## src/rtl/yutorina_bus_arbiter_pkg.sv

```systemverilog
// Shared definitions for the Yutorina bus arbiter: master indices, owner type,
// arbiter state encoding and enable/disable constants.
package yutorina_bus_arbiter_pkg;

   localparam int NUM_MASTERS = 4;

   typedef logic [1:0] owner_t;

   localparam owner_t MASTER_0 = 2'd0;
   localparam owner_t MASTER_1 = 2'd1;
   localparam owner_t MASTER_2 = 2'd2;
   localparam owner_t MASTER_3 = 2'd3;

   localparam logic ENABLE  = 1'b1;
   localparam logic DISABLE = 1'b0;

   typedef enum logic {
      ARB_IDLE  = 1'b0,
      ARB_OWNED = 1'b1
   } arb_state_t;

   // Active-high one-hot select for a master index.
   function automatic logic [NUM_MASTERS-1:0] master_onehot(input owner_t idx);
      return 4'b0001 << idx;
   endfunction

endpackage

```

## src/rtl/yutorina_bus_round_robin_picker.sv

```systemverilog
// Combinational round-robin picker: first requester in the order start+1,
// start+2, start+3, start (mod 4); the start slot itself can be excluded.
module yutorina_bus_round_robin_picker
   import yutorina_bus_arbiter_pkg::*;
(
   input  logic [3:0] request,
   input  logic [1:0] start,
   input  logic       exclude_start,
   output logic       valid,
   output logic [1:0] winner
);

   owner_t candidate;

   // NOTE: every output of this always_comb gets a default before any branch,
   // so no path leaves a value unassigned and no latch is inferred.
   always_comb begin
      valid     = DISABLE;
      winner    = start;
      candidate = start;
      for (int i = 1; i <= NUM_MASTERS; i++) begin
         candidate = start + 2'(i);
         if (!valid && request[candidate] && !(exclude_start && i == NUM_MASTERS)) begin
            valid  = ENABLE;
            winner = candidate;
         end
      end
   end

endmodule

```

## src/rtl/yutorina_bus_arbiter.sv

```systemverilog
// Four-master round-robin bus arbiter with optional hold-limit preemption.
// Grants are registered one-hot active-low; owner steers the master address mux.
module yutorina_bus_arbiter
   import yutorina_bus_arbiter_pkg::*;
#(
   parameter int HOLD_LIMIT = 16
)
(
   input  logic       clock,
   input  logic       reset,
   input  logic       master0_request_,
   input  logic       master1_request_,
   input  logic       master2_request_,
   input  logic       master3_request_,
   output logic       master0_grant_,
   output logic       master1_grant_,
   output logic       master2_grant_,
   output logic       master3_grant_,
   output logic [1:0] owner,
   output logic       bus_busy
);

   localparam int HOLD_W = (HOLD_LIMIT < 1) ? 1 : $clog2(HOLD_LIMIT + 1);
   localparam logic [HOLD_W-1:0] HOLD_MAX  = HOLD_W'(HOLD_LIMIT);
   localparam logic [HOLD_W-1:0] HOLD_LAST = HOLD_W'((HOLD_LIMIT < 1) ? 0 : HOLD_LIMIT - 1);
   localparam logic [HOLD_W-1:0] HOLD_ONE  = HOLD_W'(1);

   arb_state_t        state;
   arb_state_t        state_d;
   owner_t            owner_d;
   owner_t            last_owner;
   owner_t            last_owner_d;
   logic [HOLD_W-1:0] hold_count;
   logic [HOLD_W-1:0] hold_d;
   logic [HOLD_W-1:0] hold_eff;
   logic              contend_run;
   logic              contend_d;
   logic              take;
   logic [3:0]        grant_n;

   logic [3:0] request;
   logic       owner_requesting;
   logic       other_requesting;
   logic       pick_valid;
   owner_t     pick_winner;

   assign request          = ~{master3_request_, master2_request_, master1_request_, master0_request_};
   assign owner_requesting = request[owner];
   assign other_requesting = |(request & ~master_onehot(owner));

   // A solo run saturates hold_count, so the contended count restarts from
   // zero on the first cycle a competitor shows up.
   assign hold_eff = contend_run ? hold_count : '0;

   yutorina_bus_round_robin_picker u_picker (
      .request       (request),
      .start         (last_owner),
      .exclude_start (state == ARB_OWNED),
      .valid         (pick_valid),
      .winner        (pick_winner)
   );

   always_comb begin
      state_d      = state;
      owner_d      = owner;
      last_owner_d = last_owner;
      hold_d       = hold_count;
      contend_d    = contend_run;
      take         = DISABLE;

      case (state)
         ARB_IDLE: begin
            if (pick_valid) take = ENABLE;
         end
         ARB_OWNED: begin
            if (!owner_requesting) begin
               if (pick_valid) take = ENABLE;
               else            state_d = ARB_IDLE;
            end else if (!other_requesting || HOLD_LIMIT == 0) begin
               if (hold_count != HOLD_MAX) hold_d = hold_count + HOLD_ONE;
               contend_d = DISABLE;
            end else if (hold_eff == HOLD_LAST) begin
               take = ENABLE;
            end else begin
               hold_d    = hold_eff + HOLD_ONE;
               contend_d = ENABLE;
            end
         end
         default: state_d = ARB_IDLE;
      endcase

      // A fresh grant counts its hold time from zero, as if already contended.
      if (take) begin
         state_d      = ARB_OWNED;
         owner_d      = pick_winner;
         last_owner_d = pick_winner;
         hold_d       = '0;
         contend_d    = ENABLE;
      end
   end

   // NOTE: sequential state uses non-blocking assignments so every register
   // samples pre-edge values, independent of statement order.
   always_ff @(posedge clock) begin
      if (reset) begin
         state       <= ARB_IDLE;
         owner       <= MASTER_0;
         last_owner  <= MASTER_3;
         hold_count  <= '0;
         contend_run <= DISABLE;
         grant_n     <= 4'hF;
         bus_busy    <= DISABLE;
      end else begin
         state       <= state_d;
         owner       <= owner_d;
         last_owner  <= last_owner_d;
         hold_count  <= hold_d;
         contend_run <= contend_d;
         grant_n     <= (state_d == ARB_OWNED) ? ~master_onehot(owner_d) : 4'hF;
         bus_busy    <= (state_d == ARB_OWNED);
      end
   end

   assign master0_grant_ = grant_n[0];
   assign master1_grant_ = grant_n[1];
   assign master2_grant_ = grant_n[2];
   assign master3_grant_ = grant_n[3];

endmodule

```

## config.mk

```make
export PLATFORM = sky130hd
export DESIGN_NAME = yutorina_bus_arbiter
export DESIGN_NICKNAME = d
export VERILOG_FILES = /design/src/rtl/yutorina_bus_arbiter_pkg.sv /design/src/rtl/yutorina_bus_round_robin_picker.sv /design/src/rtl/yutorina_bus_arbiter.sv
export SDC_FILE = /design/constraint.sdc
export NUM_CORES = 1
export LEC_CHECK = 0
export BUFFER_PORTS_ARGS = -buffer_cell sky130_fd_sc_hd__clkbuf_2
export CAP_MARGIN = 0
export CORE_UTILIZATION = 45
export DETAILED_ROUTE_END_ITERATION = 10
export HOLD_SLACK_MARGIN = 0.03
export PLACE_DENSITY_LB_ADDON = 0.2
export SKIP_LAST_GASP = 1
export SYNTH_ARGS = -nofsm -noshare
export SYNTH_HDL_FRONTEND = slang
export SYNTH_SLANG_ARGS = --single-unit
```

## constraint.sdc

```tcl
create_clock -name clock -period 5.7 [get_ports clock]
set_clock_uncertainty 0.15 [all_clocks]
set_input_delay 0.855 -clock clock [delete_from_list [all_inputs] [get_ports clock]]
set_output_delay 0.855 -clock clock [all_outputs]
set_load 0.01 [all_outputs]
```

==> summary.md <==
| Metric | Value |
|---|---|
| Cts hold-fix bufs | 0 |
| Starting Density | 50.0% |
| Iter 0 DRT Violations | 21 |
| Post-synth top cells | 15 x dfxtp_1, 11 x nor2_1, 6 x nand2_1, 6 x nand3_1 |
| FILL cells | 202 |
| Worst Setup Slack, final | 3.11 ns |
| Max Cap Viol | 0 |
| Hold Fails Final Rpt | 0 |
| Drt wl/cell | 13.2 um |
| Seq/Total Area, Yosys | 29.1% |
| Postcts setup bufs | 0 |
| Setup total negative slack | 0 ns |
| Lkg Pwr | 0.000440 uW |
| Clk root buf | clkbuf_4 |
| Inserted Clock Buffers | 3 |
| Main synth FF type | dfxtp_1 |
| Distinct cells, synth | 51 |
| Synth Area per Inst | 9.37 um2 |
| Final slew viol count | 0 |
| Internal power | 211 uW |
| Count leader, synth | dfxtp_1 |
| Met3 usage | 4.01% |
| Top cells by area, synth | dfxtp_1 29%, buf_6 5.5%, mux2i_1 4.9% |
| Top cell type's share of synthesized area | 29.1% |
| Critical path data required time | 5.72 ns |
| RSZ-0062 raised after global routing | no |
| CTS Sinks | 15 |
| Critical Path End Type | flip-flop |
| # rows | 16 |
| Combinational share of power | 38.7% |
| Hold path startpoint | hold_count[4]$_SDFFE_PP0P_ |
| FF+latch count, synth | 15 |
| Clock slew at reported path FFs | 0.09 ns |
| Die width | 49.9 um |
| Worst Tran Pin Value | 0.561 ns |
| Die Y-Extent | 49.9 um |
| Worst r2r src | owner[0]$_SDFF_PP0_ |
| Clk_lat worst skew | 0.28 ns |
| Largest net degree at the start of global routing | 13 |
| Post-synth ARST share | 0% |
| First-pass GRT wire length | 3470 um |
| Post-synth EDFFs | 0 |
| Pwr/cell area | 303 nW/um2 |
| DRC Markers | 0 |
| Switching Fraction | 35.7% |
| CTS tree | done |
| Worst slew margin | 62.1% |
| Area Overhead vs Synth | 4.98% |
| Maximum vdd drop | 0.204 mV |
| Tot Pwr | 328 uW |
| Vias in the first global route | 789 |
| Cell type with the largest total area after synthesis | dfxtp_1 |
| Post-route minimum period | 2.59 ns |
| Max Freq | 0.387 GHz |
| # nets final | 127 |
| Endpoints failing setup | 0 |
| Cells after Synth | 110 |
| Part of the power in registers | 43.3% |
| Worst min path class | flip-flop to flip-flop |
| Worst Path Max Fanout | 10 |
| Total congestion overflow | 0 |
| Netlist Area Pre-Place | 1030 um2 |
| Post_cts resized | 0 |
| Switch Pwr | 117 uW |
| HPWL Detailed | 1470 um |
| Hold_ws | 0.351 ns |
| H-tree level count | 1 |
| Post-Route WL | 1920 um |
| Share of layout cells above drive strength 1 | 25.2% |
| Pre-CTS WS | 2.84 ns |
| GR Util met1 | 22.0% |
| Crit path DAT | 2.61 ns |
| DIE AREA | 2490 um2 |
| Drt via density | 5.66 |
| Layer with the highest usage | met2 |
| Final worst-path cycle share | 45.4% |
| Setup crit start kind | input port |
| N_diodes | 0 |
| Initial DRT Pass Iterations | 4 |
| # IOs | 13 |
| Setup CP Type | input port to flip-flop |
| Total GRT Usage | 17.9% |
| Ys Warns | 0 |
| Run status | complete, no violations |
| Clock tree buffer depth | 2 |
| PortBufs | 12 |
| Via count | 827 |
| RePlAce Congestion | 0.848 |
| Mapped Nets | 117 |
| Worst setup path startpoint | master3_request_ |
| Met2 GRT Util | 30.6% |
| Clock power share | 18.0% |
| Routed Antenna Nets | 0 |
| CORE AREA | 2060 um2 |
| Antenna violations before repair | 0 |
==> area by class of cell <==
type,count,area [um2],area share [%]
clock buffers,4,26.3,2.43
well taps,27,33.8,3.12
inverters,3,11.3,1.04
multi-input cells,85,651,60.1
repair buffers,12,60.1,5.55
flip-flops and latches,15,300,27.7
==> path summary, 6_finish.rpt <==
path                                                   end  slack [ns]  cells after the start
worst max register to register  hold_count[4]$_SDFFE_PP0P_        3.31                      8
worst max-delay path            hold_count[4]$_SDFFE_PP0P_        3.11                      9
worst min-delay path            hold_count[4]$_SDFFE_PP0P_        0.35                      2
worst min register to register  hold_count[4]$_SDFFE_PP0P_        0.35                      2
==> per-stage QoR <==
step	area [um2]	std cells	utilization, %
floorplan	1030	110	-
global placement	1060	142	51.2
detailed placement	1060	142	51.2
CTS	1080	146	52.5
global route	1080	146	52.5
finish	1080	146	52.5
==> worst max-delay path: stages <==
cell,delay (ns)
clkbuf_2,0.15
and4b_1,0.24
a2bb2oi_2,0.23
nand3_1,0.21
and2_1,0.23
ha_1,0.25
and3_1,0.16
o21ai_0,0.20
a21oi_1,0.09
==> power by group through the flow <==
stage	clock, uW	sequential, uW	combinational (uW)
after floorplan	0	140	112
after global placement	0	144	126
after detailed placement	0	145	128
after CTS	60.2	142	128
after global routing	66.4	146	142
final	59.0	142	127
==> cells by family after synthesis <==
logic type / count (synthesis) / share of synthesized area, %
and+or+nand+nor: 48 / 29.0
AOI/OAI and AO/OA: 27 / 21.4
DFF: 15 / 29.1
buffers and inverters: 10 / 7.77
muxes: 8 / 10.7
xor gates and xnor gates: 1 / 0.850
adders and majority gates: 1 / 1.21
==> sequential cells by signal (all words and copies together), names as in the netlist <==
name         count
hold_count       5
state            1
grant_n          4
last_owner       2
contend_run      1
owner            2
==> metal layers <==
layer  share of wire [%]  vias to the layer above
met5                   0                        -
met4                0.68                        0
met3                 4.8                        2
met2                  48                       16
met1                  47                      381
li1                    -                      428
==> cell usage in the layout (no fill, tap or decap), types with 3 or more instances in the layout <==
cell       n
dfxtp_1   15
clkbuf_2  12
nor2_1    11
nand3_1    6
nand2_1    6
mux2i_1    5
a21oi_1    4
o21ai_0    4
inv_1      3
o21ai_1    3
clkbuf_4   3
No activity file was read; power rests on OpenSTA's default activity.
